$ cat config.mk
export PLATFORM = sky130hd
export DESIGN_NAME = if_fetch_ctrl
export DESIGN_NICKNAME = d
export VERILOG_FILES = /design/src/rtl/if_pkg.sv /design/src/rtl/if_skid_buf.sv /design/src/rtl/if_fetch_ctrl.sv
export SDC_FILE = /design/constraint.sdc
export NUM_CORES = 1
export LEC_CHECK = 0
export CORE_MARGIN = 2
export CORE_UTILIZATION = 56
export CTS_CLUSTER_DIAMETER = 200
export DETAILED_ROUTE_END_ITERATION = 7
export DONT_BUFFER_PORTS = 1
export PLACE_DENSITY = 0.71
export SLEW_MARGIN = 20
export SYNTH_ARGS = -nofsm -noshare
export SYNTH_HDL_FRONTEND = slang
export SYNTH_SLANG_ARGS = --single-unit
$ cat constraint.sdc
create_clock -name clk -period 3.9 [get_ports clk]
set_input_delay 0.585 -clock clk [delete_from_list [all_inputs] [get_ports clk]]
set_output_delay 0.585 -clock clk [all_outputs]
set_load 0.005 [all_outputs]
$ cat src/rtl/if_pkg.sv
// Shared constants for the instruction-fetch sequencer: state encoding,
// default widths, reset PC and PC step.
package if_pkg;

    localparam int DEF_ADDR_W = 32;
    localparam int DEF_INST_W = 32;
    localparam logic [31:0] DEF_RESET_PC = 32'h0000_0000;
    localparam int PC_INC = 4;

    localparam logic [1:0] S_IDLE = 2'd0;
    localparam logic [1:0] S_REQ  = 2'd1;
    localparam logic [1:0] S_WAIT = 2'd2;
    localparam logic [1:0] S_HOLD = 2'd3;

endpackage

$ cat src/rtl/if_skid_buf.sv
// One-entry {pc, inst} holding register used when a response arrives while
// decode is stalled on the current output.
module if_skid_buf
    import if_pkg::*;
#(
    parameter int ADDR_W = DEF_ADDR_W,
    parameter int INST_W = DEF_INST_W
) (
    input  logic              clk,
    input  logic              rst,
    input  logic              i_load,
    input  logic              i_drain,
    input  logic              i_clear,
    input  logic [ADDR_W-1:0] i_pc,
    input  logic [INST_W-1:0] i_inst,
    output logic              o_full,
    output logic [ADDR_W-1:0] o_pc,
    output logic [INST_W-1:0] o_inst
);

    logic              r_full;
    logic [ADDR_W-1:0] r_pc;
    logic [INST_W-1:0] r_inst;

    always_ff @(posedge clk or negedge rst) begin
        if (!rst) begin
            r_full <= 1'b0;
            r_pc   <= '0;
            r_inst <= '0;
        end else if (i_clear) begin
            r_full <= 1'b0;
        end else if (i_load) begin
            r_full <= 1'b1;
            r_pc   <= i_pc;
            r_inst <= i_inst;
        end else if (i_drain) begin
            r_full <= 1'b0;
        end
    end

    assign o_full = r_full;
    assign o_pc   = r_pc;
    assign o_inst = r_inst;

endmodule

$ cat src/rtl/if_fetch_ctrl.sv
// Instruction-fetch sequencer: owns the PC, issues one memory request at a
// time, and hands fetched instructions to decode with valid/stall flow control.
module if_fetch_ctrl
    import if_pkg::*;
#(
    parameter int ADDR_W = DEF_ADDR_W,
    parameter int INST_W = DEF_INST_W,
    parameter logic [ADDR_W-1:0] RESET_PC = DEF_RESET_PC
) (
    input  logic              clk,
    input  logic              rst,
    input  logic              stall_i,
    input  logic              branch_flag_i,
    input  logic [ADDR_W-1:0] branch_target_address_i,
    input  logic              flush_i,
    input  logic [ADDR_W-1:0] new_pc_i,
    output logic              inst_req_o,
    output logic [ADDR_W-1:0] inst_addr_o,
    input  logic              inst_gnt_i,
    input  logic              inst_rvalid_i,
    input  logic [INST_W-1:0] inst_rdata_i,
    output logic              if_valid_o,
    output logic [ADDR_W-1:0] if_pc_o,
    output logic [INST_W-1:0] if_inst_o
);

    localparam logic [ADDR_W-1:0] PC_STEP = ADDR_W'(PC_INC);

    logic [1:0]        r_state;
    logic [ADDR_W-1:0] r_pc;
    logic [ADDR_W-1:0] r_inflight_pc;
    logic              r_discard;
    logic              r_valid;
    logic [ADDR_W-1:0] r_if_pc;
    logic [INST_W-1:0] r_if_inst;

    logic              w_redirect;
    logic [ADDR_W-1:0] w_target;
    logic              w_slot_free;
    logic              w_rsp_ok;
    logic              w_out_load;
    logic              w_skid_load;
    logic              w_skid_drain;
    logic              w_skid_full;
    logic [ADDR_W-1:0] w_skid_pc;
    logic [INST_W-1:0] w_skid_inst;

    // Flush outranks branch when both are raised together.
    assign w_redirect  = flush_i | branch_flag_i;
    assign w_target    = flush_i ? new_pc_i : branch_target_address_i;
    assign w_slot_free = !r_valid || !stall_i;

    assign w_rsp_ok     = (r_state == S_WAIT) && inst_rvalid_i && !r_discard && !w_redirect;
    assign w_out_load   = w_rsp_ok && w_slot_free;
    assign w_skid_load  = w_rsp_ok && !w_slot_free;
    assign w_skid_drain = (r_state == S_HOLD) && !stall_i && w_skid_full && !w_redirect;

    assign inst_req_o  = (r_state == S_REQ);
    assign inst_addr_o = r_pc;
    assign if_valid_o  = r_valid;
    assign if_pc_o     = r_if_pc;
    assign if_inst_o   = r_if_inst;

    always_ff @(posedge clk or negedge rst) begin
        if (!rst) begin
            r_state       <= S_IDLE;
            r_pc          <= RESET_PC;
            r_inflight_pc <= '0;
            r_discard     <= 1'b0;
        end else begin
            case (r_state)
                S_IDLE: begin
                    r_state <= S_REQ;
                    if (w_redirect) r_pc <= w_target;
                end
                S_REQ: begin
                    if (w_redirect) begin
                        r_pc <= w_target;
                        // A request granted in the redirect cycle is already in flight.
                        if (inst_gnt_i) begin
                            r_discard <= 1'b1;
                            r_state   <= S_WAIT;
                        end
                    end else if (inst_gnt_i) begin
                        r_inflight_pc <= r_pc;
                        r_pc          <= r_pc + PC_STEP;
                        r_state       <= S_WAIT;
                    end
                end
                S_WAIT: begin
                    if (w_redirect) begin
                        r_pc <= w_target;
                        if (inst_rvalid_i) begin
                            r_discard <= 1'b0;
                            r_state   <= S_REQ;
                        end else begin
                            r_discard <= 1'b1;
                        end
                    end else if (inst_rvalid_i) begin
                        r_discard <= 1'b0;
                        r_state   <= (r_discard || w_slot_free) ? S_REQ : S_HOLD;
                    end
                end
                S_HOLD: begin
                    if (w_redirect) begin
                        r_pc    <= w_target;
                        r_state <= S_REQ;
                    end else if (!stall_i) begin
                        r_state <= S_REQ;
                    end
                end
                default: r_state <= S_IDLE;
            endcase
        end
    end

    always_ff @(posedge clk or negedge rst) begin
        if (!rst) begin
            r_valid   <= 1'b0;
            r_if_pc   <= '0;
            r_if_inst <= '0;
        end else if (w_redirect) begin
            r_valid <= 1'b0;
        end else if (w_out_load) begin
            r_valid   <= 1'b1;
            r_if_pc   <= r_inflight_pc;
            r_if_inst <= inst_rdata_i;
        end else if (w_skid_drain) begin
            r_valid   <= 1'b1;
            r_if_pc   <= w_skid_pc;
            r_if_inst <= w_skid_inst;
        end else if (r_valid && !stall_i) begin
            r_valid <= 1'b0;
        end
    end

    if_skid_buf #(
        .ADDR_W (ADDR_W),
        .INST_W (INST_W)
    ) u_skid (
        .clk     (clk),
        .rst     (rst),
        .i_load  (w_skid_load),
        .i_drain (w_skid_drain),
        .i_clear (w_redirect),
        .i_pc    (r_inflight_pc),
        .i_inst  (inst_rdata_i),
        .o_full  (w_skid_full),
        .o_pc    (w_skid_pc),
        .o_inst  (w_skid_inst)
    );

endmodule
==> impl_metrics.ini <==
[outcome]
status = complete, but fails checks
failed_checks = negative hold slack

[place]
dp.cells = 957
dpl.hpwl_um = 14700
io_buffers = 0
placed_area_mm2 = 0.00922
place_congestion = 0.883
post-place-ws_ns = 1.49

[setup_path]
r2r_cells = 6
critPathKind = reg2reg
crit_arrival_ns = 2.73
crit_fanout = 61
start_kind = flop
required_ns = 4.20
cp-end-kind = flop

[sta]
fin_worst_skew_ns = 0.0101
slew_headroom = 0.394
grt_setup_unrepaired = false
post-route-period-util = 0.624
max_slew.worst_pin.slew_ns = 0.908
final-setup-viol-count = 0
setup_ws_ns = 1.47
fin_crit_ns = 2.43
hold_viol_final = 197
max_freq_mhz = 411
timing.hold.ws_ns = -0.145
finalSetupTns_ns = 0
slew_viol_final = 0

[pwr]
p_per_area_mw_per_mm2 = 555
p_leak_nw = 4.91
ir_drop_mv = 0.346

[synthesis]
synth-edff-count = 0
ys.flop_type = dfrtp_1
syn-instance-count = 787
syn_area_per_cell_um2 = 11.5
yosysSeqAreaShare = 0.543
mappedNetlistArea_mm2 = 0.00908
synthesis.nets = 895
synth_cell_types = 55
yosys_warnings = 0
async_reset_ff_frac = 1.00
yosys_register_bits = 197

[clock_tree]
cts_setup_buffers = 0
cts-root-buf = clkbuf_16
clock-sinks = 197
clkLatencyLatePin_ns = 0.43
post_cts_resized = 0
clk_pin_slew_ns = 0.07
cts_made_buffers = 17
cts_buffer_depth = 2
cts_tree = built
h-tree-depth = 4

[route]
first_pass_iters = 5
drtAntennaViolNets = 0
drt-total-wl_um = 21500
via_count = 6222
drt-initial-drc-count = 437
wl_per_cell_um = 21.8
drc = 0
vias_per_cell = 6.30

[cells_and_area]
synthToLayoutAreaGrowth_pct = 7.34
n_fill_cell = 1301
final_cells = 988
drive_above_1_share = 0.128
nets = 868
antenna_cells = 0
layout_commonest_cell = dfrtp_1
final_core_utilization = 0.614
stdcell_area_mm2 = 0.00975
mostFrequentLayoutCells = 197 x dfrtp_1, 83 x a21oi_1, 75 x mux2i_1

[die]
die_y_um = 131
die_x_um = 131
num_io_pins = 201
die_area_mm2 = 0.0173
coreArea_mm2 = 0.0159
num_rows = 46
initial_core_util = 0.572

[global_routing]
antenna_found_initial = 0
grt_usage = 0.254
grt_overflow_total = 0
grt_max_degree = 198
grt_pass1_wl_um = 34700
grt_pass1_vias = 6355

[job]
cap_violations = 0

[hold_path]
hold_class = in2async
worst max-delay path, stage by stage (launching register included):
cell     delay [ns]
dfrtp_1        0.43
inv_1          0.10
ha_1           0.22
nor4b_2        0.41
nand4_1        0.38
buf_12         0.33
mux2_1         0.38
path summary, 6_finish.rpt:
check                          startpoint           endpoint  slack (ns)
hold reg to reg            u_skid.o_pc[1]     u_skid.o_pc[1]        0.49
hold / removal                        rst        if_pc_o[30]       -0.14
max in group asynchronous             rst   u_skid.o_inst[0]        3.77
min in group clk            inst_rvalid_i          r_discard        0.25
setup / recovery               r_state[0]  u_skid.o_inst[26]        1.47
setup reg to reg               r_state[0]  u_skid.o_inst[26]        1.47
where the power goes:
part / switching [mW] / internal [mW] / total, mW
sequential: 0.495 / 2.47 / 2.97
combinational: 0.417 / 0.440 / 0.857
clock: 0.727 / 0.861 / 1.59
area by class of cell:
class / count / area, µm² / share of cell area
flip-flops and latches: 197 / 4930 / 0.506
repair buffers: 8 / 72.6 / 0.00744
well taps: 216 / 270 / 0.0277
multi-input cells: 525 / 3910 / 0.401
inverters: 11 / 41.3 / 0.00423
clock inverters: 8 / 51.3 / 0.00526
clock buffers: 23 / 478 / 0.0490
synthesized netlist by cell type (all sizes together) (2+ instances only):
cell type,n,area share
o22ai,12,0.0083
mux2i,75,0.083
nand3,15,0.0088
nor3,7,0.0044
nor2,75,0.031
and3,8,0.0055
a21oi,83,0.046
inv,10,0.0041
a2bb2oi,4,0.0039
mux2,100,0.12
nor3b,2,0.0022
a211oi,11,0.0091
clkbuf,27,0.011
o22a,2,0.0019
or4,4,0.0037
nand2,24,0.0099
a311oi,14,0.013
nand4,10,0.0092
nor4,7,0.0048
a41o,3,0.0033
nand2b,4,0.0028
o211ai,2,0.0017
ha,5,0.0069
o21ai,12,0.0066
and2,3,0.0021
nor2b,10,0.0069
a31oi,9,0.0062
or3,2,0.0014
a221oi,2,0.0019
buf,27,0.014
o31ai,5,0.0041
o311ai,2,0.0019
and4,4,0.0039
dfrtp,197,0.54
state kept, by name, summed over array words and instances (netlist names):
name	cells
if_inst_o	32
if_pc_o	32
if_valid_o	1
inst_addr_o	32
r_discard	1
r_inflight_pc	32
r_state	2
u_skid.o_full	1
u_skid.o_inst	32
u_skid.o_pc	32
cells by family (layout without fill, tap and decap cells):
| logic type | Yosys count | count (layout) | synth area share |
|---|---|---|---|
| AOI/OAI and AO/OA | 166 | 166 | 0.113 |
| and+or+nand+nor | 179 | 179 | 0.101 |
| muxes | 175 | 175 | 0.207 |
| buffers and inverters | 65 | 50 | 0.0300 |
| adders and majority gates | 5 | 5 | 0.00689 |
| DFF | 197 | 197 | 0.543 |
per-layer routing:
metal	vias to the layer above	routed length, µm	GRT usage
met4	0	447	0.0755
met2	262	10600	0.421
li1	2829	-	-
met3	40	1920	0.0868
met5	-	0	0
met1	3091	8530	0.317
per-stage QoR:
step	hold WS, ns	power [mW]
after floorplan	0.289	3.54
after global routing	-0.172	5.70
final	-0.145	5.41
after detailed placement	0.295	3.86
after CTS	-0.163	5.45
after global placement	0.296	3.79
No activity file was read; power rests on OpenSTA's default activity.
